### config.mk
export PLATFORM = sky130hd
export DESIGN_NAME = mult_ctrl
export DESIGN_NICKNAME = d
export VERILOG_FILES = /design/src/rtl/mult_pkg.sv /design/src/rtl/mult_ctrl.sv
export SDC_FILE = /design/constraint.sdc
export NUM_CORES = 1
export LEC_CHECK = 0
export BUFFER_PORTS_ARGS = -buffer_cell sky130_fd_sc_hd__buf_2
export CORE_MARGIN = 3
export CORE_UTILIZATION = 40
export CTS_BUF_LIST = sky130_fd_sc_hd__clkbuf_8
export DETAILED_ROUTE_END_ITERATION = 12
export SLEW_MARGIN = 10
export SYNTH_ARGS = -nofsm -noshare
export SYNTH_HDL_FRONTEND = slang
export SYNTH_SLANG_ARGS = --single-unit
### constraint.sdc
create_clock -name clk -period 1.5 [get_ports clk]
set_clock_uncertainty 0.15 [all_clocks]
set_input_delay 0.375 -clock clk [delete_from_list [all_inputs] [get_ports clk]]
set_output_delay 0.375 -clock clk [all_outputs]
set_load 0.01 [all_outputs]
### src/rtl/mult_pkg.sv
// Shared definitions for the shift-add multiplier: controller states, strobe bundle, sizes.
// Imported by the controller and by the datapath.
package mult_pkg;

  localparam int MULT_N     = 4;
  localparam int MULT_REG_W = 2 * MULT_N + 1;

  typedef enum logic [2:0] {
    S_IDLE,
    S_LOAD,
    S_TEST,
    S_ADD,
    S_SHIFT,
    S_DONE
  } ctrl_state_t;

  typedef struct packed {
    logic load;
    logic add;
    logic shift;
    logic busy;
    logic done;
  } ctrl_out_t;

  // Moore decode: the strobe bundle is a pure function of the state being entered.
  function automatic ctrl_out_t ctrl_decode(input ctrl_state_t s);
    ctrl_out_t o;
    o.load  = (s == S_LOAD);
    o.add   = (s == S_ADD);
    o.shift = (s == S_SHIFT);
    o.done  = (s == S_DONE);
    o.busy  = (s == S_LOAD) || (s == S_TEST) || (s == S_ADD) || (s == S_SHIFT);
    return o;
  endfunction

endpackage

### src/rtl/mult_ctrl.sv
// Shift-add multiplier controller; done arrives 2 + 2N + popcount(multiplier) cycles after start.
// start is honoured only in IDLE or DONE (DONE allows back-to-back), never queued while busy.
module mult_ctrl
  import mult_pkg::*;
#(
  parameter int N = MULT_N
) (
  input  logic clk,
  input  logic reset,
  input  logic start,
  input  logic q0,
  output logic LOAD,
  output logic ADD,
  output logic SHIFT,
  output logic busy,
  output logic done
);

  localparam int            CW   = (N > 1) ? $clog2(N) : 1;
  localparam logic [CW-1:0] LAST = CW'(N - 1);

  ctrl_state_t   state;
  logic [CW-1:0] count;
  ctrl_out_t     out_q;

  // Outputs are registered together with the state they decode from, so they never glitch.
  always_ff @(posedge clk) begin
    if (reset) begin
      state <= S_IDLE;
      count <= '0;
      out_q <= ctrl_decode(S_IDLE);
    end else begin
      case (state)
        S_IDLE: begin
          if (start) begin
            state <= S_LOAD;
            out_q <= ctrl_decode(S_LOAD);
          end
        end
        S_LOAD: begin
          count <= '0;
          state <= S_TEST;
          out_q <= ctrl_decode(S_TEST);
        end
        // q0 is only trusted here, one cycle after the LOAD or SHIFT edge has settled.
        S_TEST: begin
          if (q0) begin
            state <= S_ADD;
            out_q <= ctrl_decode(S_ADD);
          end else begin
            state <= S_SHIFT;
            out_q <= ctrl_decode(S_SHIFT);
          end
        end
        S_ADD: begin
          state <= S_SHIFT;
          out_q <= ctrl_decode(S_SHIFT);
        end
        S_SHIFT: begin
          if (count == LAST) begin
            state <= S_DONE;
            out_q <= ctrl_decode(S_DONE);
          end else begin
            count <= count + 1'b1;
            state <= S_TEST;
            out_q <= ctrl_decode(S_TEST);
          end
        end
        S_DONE: begin
          if (start) begin
            state <= S_LOAD;
            out_q <= ctrl_decode(S_LOAD);
          end else begin
            state <= S_IDLE;
            out_q <= ctrl_decode(S_IDLE);
          end
        end
        default: begin
          state <= S_IDLE;
          out_q <= ctrl_decode(S_IDLE);
        end
      endcase
    end
  end

  assign LOAD  = out_q.load;
  assign ADD   = out_q.add;
  assign SHIFT = out_q.shift;
  assign busy  = out_q.busy;
  assign done  = out_q.done;

endmodule

==> impl_metrics.tcl, run 1 <==
set metrics [dict create \
    status "finished clean" \
    clk_pin_slew_ns 0.05 \
    gp_congestion 0.8635 \
    dieHeight_microns 43.02 \
    min_path_type "primary input to flip-flop" \
    nets 79 \
    grt_setup_unrepaired "no" \
    cp-startpoint "count[0]$_SDFFE_PP0P_" \
    syn_to_final_growth_pct 21.69 \
    grt_pass1_wl_mm 1.925 \
    synth_nets 65 \
    synthDistinctLibCells 31 \
    drt_iter0_drc 14 \
    synth_top_area_share_pct 36.53 \
    grt_max_degree 12 \
    dp_cells 83 \
    dieArea_sq_um 1850 \
    track_usage_pct 14.57 \
    final_util_pct 56.22 \
    critPathLaunchType "flip-flop" \
    ir_drop_uv 554.4 \
    rrSetupSlack_ns 0.12 \
    synth-xor-area-share_pct 1.598 \
    stdcell_count 87 \
    slew_violations 0 \
    synth_top_family_by_area "simple AND/OR/NAND/NOR gates" \
    syn_inst 60 \
    highest_layer "met4" \
    timing.final.crit_period_ns 1.381 \
    worstMarginPinSlew_ns 0.3747 \
    antenna_found_initial 0 \
    wl_met3_microns 59 \
    routedWlPerCell_microns 13.64 \
    synthMuxAreaShare_pct 0 \
    drv_cap 0 \
    wl_mm 1.187 \
    first_pass_iters 4 \
    port_buffers 8 \
    cts_setup_buffers 0 \
    num_vias 496 \
    cp.arrival_ns 1.35 \
    reg2reg_from "count[0]$_SDFFE_PP0P_" \
    wl_met1_microns 549 \
    core_sq_um 1186 \
    ys_warn_count 0 \
    powerDensity_nw_per_um2 1175 \
    synth.most_common_cell "dfxtp_1" \
    setup_viol 0 \
    grt-ovfl-total 0 \
    ctsLongestPathBuffers 2 \
    cts_sinks 10 \
    postSynth.asyncResetShare_pct 0 \
    drc_errors 0 \
    cp-end-kind "flip-flop" \
    placementRows 12 \
    synth_compound_area_share_pct 23.97 \
    slew_headroom_pct 74.98 \
    path_class "flip-flop to flip-flop" \
    final_antenna_net_count 0 \
    viasPerCell 5.701 \
    synth_fa_ha_area_share_pct 2.283 \
    dr_wl_met2_microns 553 \
    finalCritPeriodShare_pct 92.05 \
    clk_latency_ns 0.24 \
    path_max_fanout 5 \
    p_leak_nw 0.2795 \
    pre_cts_ws_ns 0.1297 \
    synthFlopType "dfxtp_1" \
    ys_ff_latch 10 \
    h-tree-depth 1 \
    postCtsHoldBufs 0 \
    hp-start "q0" \
    whs_ns 0.2629 \
    synth_area_leaders "dfxtp_1, buf_6, nor2_1" \
    cts_resized 0 \
    ys_seq_area_share_pct 36.53 \
    cts-root-buf "clkbuf_8" \
    numCtsBuffers 3 \
    required_ns 1.47 \
    syn_area_per_cell_sq_um 9.134 \
    synth-simple-area-share_pct 25.80 \
    finalWorstSetupSlack_ns 0.1193 \
    cts_tree "yes" \
    fin_setup_tns_ns 0 \
    antenna_cells 0 \
    die_width_microns 43.02 \
    syn_area_sq_um 548.0 \
    synth_edf_count 0 \
    hpwlAfterDp_microns 833.2 \
    yosys.area.top_type "dfxtp_1" \
    initial_core_util_pct 46.20 \
    ios 9 \
    drive_above_1_share_pct 31.51 \
    synthTopCellsByCount "dfxtp_1, nor2_1, inv_1, a21oi_1, nand2b_1" \
    grt_pass1_vias 464 \
    finalHoldViolCount 0 \
    fmaxAchievable_mhz 724.3 \
]
-- cells in the final DEF, fill, tap and decap left out, types with 2 or more instances in the layout --
cell      synthesis  final
a21oi_1           3      3
inv_1             4      4
clkbuf_8          0      4
a221oi_1          2      2
o32ai_1           2      2
nor3_1            2      2
dfxtp_1          10     10
nand2b_1          3      3
buf_4             1      6
nand2_1           2      2
a32oi_1           2      2
nor2_1            6      6
nor3b_1           2      2
buf_2             0      8
nor4_1            2      2
-- per-layer routing --
| layer | global-route usage (%) | vias to the layer above |
|---|---|---|
| li1 | - | 250 |
| met1 | 16.24 | 234 |
| met2 | 22.16 | 10 |
| met3 | 5.508 | 2 |
| met4 | 10.84 | 0 |
| met5 | 0 | - |
-- cell type report --
cell class	count	area (sq um)
Multi-Input combinational cell	41	294.0
Fill cell	112	519.2
Inverter	4	15.01
Sequential cell	10	200.2
Timing Repair Buffer	14	85.08
Clock buffer	4	55.05
Tap cell	14	17.52
-- state kept, by name, indices dropped and copies added, names as in the netlist --
| register | count |
|---|---|
| state | 3 |
| count | 2 |
| ADD | 1 |
| LOAD | 1 |
| SHIFT | 1 |
| busy | 1 |
| done | 1 |
-- logic make-up after synthesis --
| group | Yosys count |
|---|---|
| AND/OR/NAND/NOR | 23 |
| AO/OA/AOI/OAI | 16 |
| flip-flops | 10 |
| buffers and inverters | 9 |
| XOR/XNOR | 1 |
| adder cells (fa/ha/maj) | 1 |
-- worst max-delay path, cell delays in order (launching register included) --
cell and delay (ns):
dfxtp_1 0.33, ha_1 0.27, nand2b_1 0.18, a21oi_1 0.23
o32ai_1 0.10
-- per-stage QoR --
step | instance area [sq um] | power [W]
3_5_place_dp | 611.8 | 0.0004469
5_1_grt | 666.9 | 0.0008228
4_1_cts | 666.9 | 0.0007948
2_1_floorplan | 548.0 | 0.0004097
6_report | 666.9 | 0.0007836
3_3_place_gp | 611.8 | 0.0004451
-- path summary, 6_finish.rpt --
path                                         endpoint  cells past startpoint
worst max-delay path            count[1]$_SDFFE_PP0P_                      4
worst min-delay path            state[0]$_SDFFE_PP0P_                      3
worst max register to register  count[1]$_SDFFE_PP0P_                      4
worst min register to register      done$_SDFFE_PP0P_                      2
-- where the power goes --
part	switching (W)	internal, W
combinational	0.0000702	0.0000629
sequential	0.0000262	0.000283
clock	0.000110	0.000231
total	0.000207	0.000577
Note: power is estimated with default switching activity, not from simulation.
==> run 2, diff against run 1 <==
--- a/config.mk
+++ b/config.mk
@@ -5,12 +5,14 @@
 export SDC_FILE = /design/constraint.sdc
 export NUM_CORES = 1
 export LEC_CHECK = 0
+export ABC_AREA = 1
 export BUFFER_PORTS_ARGS = -buffer_cell sky130_fd_sc_hd__buf_2
-export CORE_MARGIN = 3
-export CORE_UTILIZATION = 40
+export CORE_AREA = 3 3 40 42
 export CTS_BUF_LIST = sky130_fd_sc_hd__clkbuf_8
 export DETAILED_ROUTE_END_ITERATION = 12
+export DIE_AREA = 0 0 43 45
 export SLEW_MARGIN = 10
 export SYNTH_ARGS = -nofsm -noshare
 export SYNTH_HDL_FRONTEND = slang
 export SYNTH_SLANG_ARGS = --single-unit
+export TNS_END_PERCENT = 1
==> impl_metrics.tcl, run 2 <==
set metrics [dict create \
    nets 78 \
    synth_top_area_share_pct 44.32 \
    clk_latency_ns 0.24 \
    ios 9 \
    core_sq_um 1285 \
    synthFlopType "dfxtp_1" \
    path_class "flip-flop to flip-flop" \
    num_vias 369 \
    largest_reg_flops 3 \
    cp-end-kind "flip-flop" \
    die_width_microns 43 \
    dieArea_sq_um 1935 \
    grt_setup_unrepaired "no" \
    status "finished clean" \
    syn_to_final_growth_pct 21.33 \
    viasPerCell 4.291 \
    final_antenna_net_count 0 \
    regMostFlops "state" \
    initial_core_util_pct 35.15 \
    syn_area_per_cell_sq_um 7.405 \
    cp_cell_sequence "ha_1 -> inv_1 -> nand3_1 -> nand2_1 -> inv_1 -> nand2_1 -> a21oi_1" \
    drv_cap 0 \
    synth.most_common_cell "nand2_1" \
    hold_depth 2 \
    worstMarginPinSlew_ns 0.2321 \
    first_pass_iters 1 \
    required_ns 1.47 \
    clk_pin_slew_ns 0.05 \
    synth_area_leaders "dfxtp_1, nand2_1, a21oi_1" \
    reg2reg_from "count[0]$_SDFFE_PP0P_" \
    rrSetupSlack_ns 0.24 \
    pre_cts_ws_ns 0.2663 \
    grt_pass1_wl_mm 1.400 \
    track_usage_pct 10.60 \
    fin_setup_tns_ns 0 \
    cp.arrival_ns 1.23 \
    dieHeight_microns 45 \
    layout_commonest_cell "nand2_1" \
    placementRows 13 \
    antenna_found_initial 0 \
    hp-start "reset" \
    ys_warn_count 0 \
    grt_max_degree 10 \
    drc_errors 0 \
    setup_viol 0 \
    slowest_stage "dfxtp_1" \
    drt_iter0_drc 0 \
    cts_sinks 10 \
    path_max_fanout 3 \
    syn_inst 61 \
    h-tree-depth 1 \
    finalWorstSetupSlack_ns 0.2438 \
    finalHoldViolCount 0 \
    yosys.area.top_type "dfxtp_1" \
    wl_microns 832 \
    powerDensity_nw_per_um2 1442 \
    syn_area_sq_um 451.7 \
    numCtsBuffers 3 \
    timing.final.crit_period_ns 1.256 \
    finalCritPeriodShare_pct 83.75 \
    ir_drop_uv 841.5 \
    synth_nets 66 \
    reg2reg_depth 7 \
    routedWlPerCell_microns 9.674 \
    r2r-end "count[1]$_SDFFE_PP0P_" \
    critPathLaunchType "flip-flop" \
    grt_pass1_vias 315 \
    cts-root-buf "clkbuf_8" \
    total_power_w 0.0007900 \
    synthDistinctLibCells 15 \
    antenna_cells 0 \
    slew_headroom_pct 84.51 \
    drive_above_1_share_pct 22.54 \
    final_cell_mix "nand2_1, dfxtp_1, inv_1, a21oi_1, buf_2" \
    slew_violations 0 \
    largestRegisters "state (3), count (2)" \
    ctsLongestPathBuffers 2 \
    cts_resized 0 \
    fmaxAchievable_mhz 796.1 \
    min_path_type "primary input to flip-flop" \
    postSynth.asyncResetShare_pct 0 \
    port_buffers 8 \
    gp_congestion 0.7904 \
    cts_tree "yes" \
    synth_edf_count 0 \
    hold_end "state[2]$_SDFFE_PP0P_" \
    max_stage_delay_ns 0.31 \
    synthTopCellsByCount "nand2_1, dfxtp_1, a21oi_1, inv_1, nand3_1" \
    ys_ff_latch 10 \
    hpwlAfterDp_microns 649.2 \
    postCtsHoldBufs 0 \
    p_leak_nw 0.2848 \
    ys_seq_area_share_pct 44.32 \
    cts_setup_buffers 0 \
    grt-ovfl-total 0 \
]
run 2: worst max path at each step:
stage | to | depth (start not counted) | from | slack [ns]
finish | count[1]$_SDFFE_PP0P_ | 7 | count[0]$_SDFFE_PP0P_ | 0.24
global route | state[1]$_SDFFE_PP0P_ | 8 | count[0]$_SDFFE_PP0P_ | 0.15
CTS | count[1]$_SDFFE_PP0P_ | 7 | count[0]$_SDFFE_PP0P_ | 0.26
detailed placement | count[1]$_SDFFE_PP0P_ | 7 | count[0]$_SDFFE_PP0P_ | 0.27
global placement | count[1]$_SDFFE_PP0P_ | 7 | count[0]$_SDFFE_PP0P_ | 0.27
floorplan | count[1]$_SDFFE_PP0P_ | 7 | count[0]$_SDFFE_PP0P_ | 0.34
run 2: kinds of logic (layout without fill, tap and decap cells):
group | Yosys count | count (layout) | synth area share [%]
AND/OR/NAND/NOR | 29 | 29 | 32.69
buffers and inverters | 11 | 21 | 9.141
AO/OA/AOI/OAI | 10 | 10 | 11.08
flip-flops | 10 | 10 | 44.32
adder cells (fa/ha/maj) | 1 | 1 | 2.770
run 2: area by class of cell:
| type | instances | area [sq um] |
|---|---|---|
| Clock buffer | 3 | 41.29 |
| Fill cell | 136 | 737.0 |
| Inverter | 10 | 37.54 |
| Multi-Input combinational cell | 40 | 210.2 |
| Sequential cell | 10 | 200.2 |
| Tap cell | 15 | 18.77 |
| Timing Repair Buffer | 8 | 40.04 |
run 2: critical path: cells and delay by family (launching register included):
kind                     cells  cell delay [ns]
flip-flops                   1             0.31
adder cells (fa/ha/maj)      1             0.20
AO/OA/AOI/OAI                1             0.05
buffers and inverters        2             0.12
AND/OR/NAND/NOR              3             0.31
run 2: per-layer routing:
metal / track usage, % / routed length [microns]
met5: 0 / 0
met4: 5.422 / 20
met3: 7.570 / 47
met2: 13.77 / 362
met1: 12.86 / 402
run 2: per-stage QoR:
stage	area, sq um	utilization, %	std cells	hold WS (ns)
floorplan	451.7	-	61	0.2784
global placement	506.7	39.44	83	0.2894
detailed placement	506.7	39.44	83	0.2947
CTS	548.0	42.65	86	0.2628
global route	548.0	42.65	86	0.2781
finish	548.0	42.65	86	0.2694
run 2: power breakdown:
part / switching [W] / internal [W]
clock network: 0.000104 / 0.000176
registers: 0.0000229 / 0.000298
logic: 0.000120 / 0.0000699
==> run 3, diff against run 2 <==
==> constraint.sdc (replaced) <==
create_clock -name clk -period 1.26 [get_ports clk]
set_clock_uncertainty 0.15 [all_clocks]
set_input_delay 0.315 -clock clk [delete_from_list [all_inputs] [get_ports clk]]
set_output_delay 0.315 -clock clk [all_outputs]
set_load 0.01 [all_outputs]
==> impl_metrics.tcl, run 3 (same netlist as run 2, synthesis figures left out) <==
set metrics [dict create \
    ios 9 \
    gp_congestion 0.7958 \
    critPathLaunchType "flip-flop" \
    regMostFlops "state" \
    drv_cap 0 \
    syn_to_final_growth_pct 27.42 \
    first_pass_iters 3 \
    status "finished clean" \
    powerDensity_nw_per_um2 1783 \
    reg2reg_from "count[0]$_SDFFE_PP0P_" \
    h-tree-depth 1 \
    grt-ovfl-total 0 \
    nets 78 \
    path_class "flip-flop to flip-flop" \
    ctsLongestPathBuffers 2 \
    cp-startpoint "count[0]$_SDFFE_PP0P_" \
    max_stage_delay_ns 0.32 \
    setup_viol 0 \
    dr_wl_met2_microns 406 \
    largest_reg_flops 3 \
    highest_layer "met4" \
    p_int_w 0.0007181 \
    slew_violations 0 \
    placementRows 13 \
    ir_drop_uv 750.4 \
    min_path_type "primary input to flip-flop" \
    grt_max_degree 10 \
    num_vias 399 \
    slew_headroom_pct 88.86 \
    worstMarginPinSlew_ns 0.1667 \
    cts_sinks 10 \
    timing.final.crit_period_ns 1.194 \
    multi_input_area_sq_um 220.2 \
    cp-end-kind "flip-flop" \
    wl_met3_microns 39 \
    cp.arrival_ns 1.16 \
    final_antenna_net_count 0 \
    largestRegisters "state (3), count (2)" \
    crit_buf_inv 2 \
    finalCritPeriodShare_pct 94.79 \
    drive_above_1_share_pct 33.33 \
    antenna_cells 0 \
    p_comb_share_pct 22.8 \
    port_buffers 8 \
    p_leak_nw 0.2905 \
    cts_tree "yes" \
    reg2reg_depth 7 \
    antenna_found_initial 0 \
    p_seq_share_pct 37.6 \
    core_sq_um 1285 \
    die_width_microns 43 \
    layout_commonest_cell "nand2_1" \
    hold_depth 2 \
    power_frac_clock_pct 39.6 \
    required_ns 1.23 \
    cp_top_family "flip-flops" \
    dieArea_sq_um 1935 \
    slowest_stage "dfxtp_2" \
    fmaxAchievable_mhz 837.3 \
    drt_iter0_drc 3 \
    stdcell_count 87 \
    wl_microns 875 \
    path_max_fanout 3 \
    postCtsHoldBufs 0 \
    regArea_sq_um 203.9 \
    clk_pin_slew_ns 0.05 \
    initial_core_util_pct 35.15 \
    wl_met1_microns 408 \
    numCtsBuffers 3 \
    dieHeight_microns 45 \
    finalHoldViolCount 0 \
    fill_cells 146 \
    p_sw_w 0.0003082 \
    p_sw_share_pct 30.03 \
    dp_cells 83 \
    hp-start "reset" \
    routedWlPerCell_microns 10.06 \
    cts-root-buf "clkbuf_8" \
    clk_latency_ns 0.24 \
    final_cell_mix "nand2_1, a21oi_1, buf_2" \
    rrSetupSlack_ns 0.07 \
    hpwlAfterDp_microns 643.5 \
    grt_pass1_vias 377 \
    cp_cell_sequence "ha_2 -> inv_2 -> nand3_2 -> nand2_2 -> inv_1 -> nand2_1 -> a21oi_1" \
    path_depth 7 \
    fin_setup_tns_ns 0 \
    track_usage_pct 11.47 \
    drc_errors 0 \
    grt_pass1_wl_mm 1.518 \
    viasPerCell 4.586 \
]
==> run 3: cell count changes in the layout (fill, tap and decap cells not counted), sizes merged <==
| cell | previous run | this run |
|---|---|---|
| clkbuf | 3 | 4 |
==> run 3: final timing paths <==
path,endpoint
max,count[1]$_SDFFE_PP0P_
max reg2reg,count[1]$_SDFFE_PP0P_
min reg2reg,count[0]$_SDFFE_PP0P_
min,busy$_SDFFE_PP0P_
==> run 3: metrics by stage <==
stage | hold WS, ns | instance area [sq um] | power (W) | utilization [%] | setup WS (ns)
2_1_floorplan | 0.2784 | 451.7 | 0.0005626 | - | 0.09750
3_3_place_gp | 0.2983 | 506.7 | 0.0006173 | 39.44 | -0.002010
3_5_place_dp | 0.3024 | 506.7 | 0.0006184 | 39.44 | 0.004523
4_1_cts | 0.1966 | 566.8 | 0.001037 | 44.11 | 0.005600
5_1_grt | 0.2273 | 575.6 | 0.001105 | 44.79 | -0.001713
6_report | 0.2058 | 575.6 | 0.001026 | 44.79 | 0.06564
==> run 3: what timing repair did <==
action | 4_1_cts | 5_1_grt
gates cloned | 0 | 0
pin swaps | 1 | 1
resized for setup | 1 | 7
setup endpoints to repair | 1 | 5
endpoints found under the hold margin | 0 | 0
setup buffers | 0 | 0
==> run 3: cell type report <==
cell class                      count  area share [%]
Clock buffer                        4           9.565
Multi-Input combinational cell     40           38.26
Sequential cell                    10           35.43
Inverter                           10           6.522
Timing Repair Buffer                8           6.957
Tap cell                           15           3.261
==> run 3: per-layer routing <==
| metal | GRT usage [%] | vias up |
|---|---|---|
| li1 | - | 212 |
| met1 | 11.76 | 176 |
| met2 | 17.66 | 7 |
| met3 | 7.171 | 4 |
| met4 | 7.229 | 0 |
| met5 | 0 | - |
==> run 3: power by group through the flow <==
stage	sequential, W	clock [W]	combinational, W
2_1_floorplan	0.000396	0	0.000167
3_3_place_gp	0.000388	0	0.000229
3_5_place_dp	0.000389	0	0.000229
4_1_cts	0.000384	0.000421	0.000232
5_1_grt	0.000391	0.000446	0.000268
6_report	0.000386	0.000407	0.000234
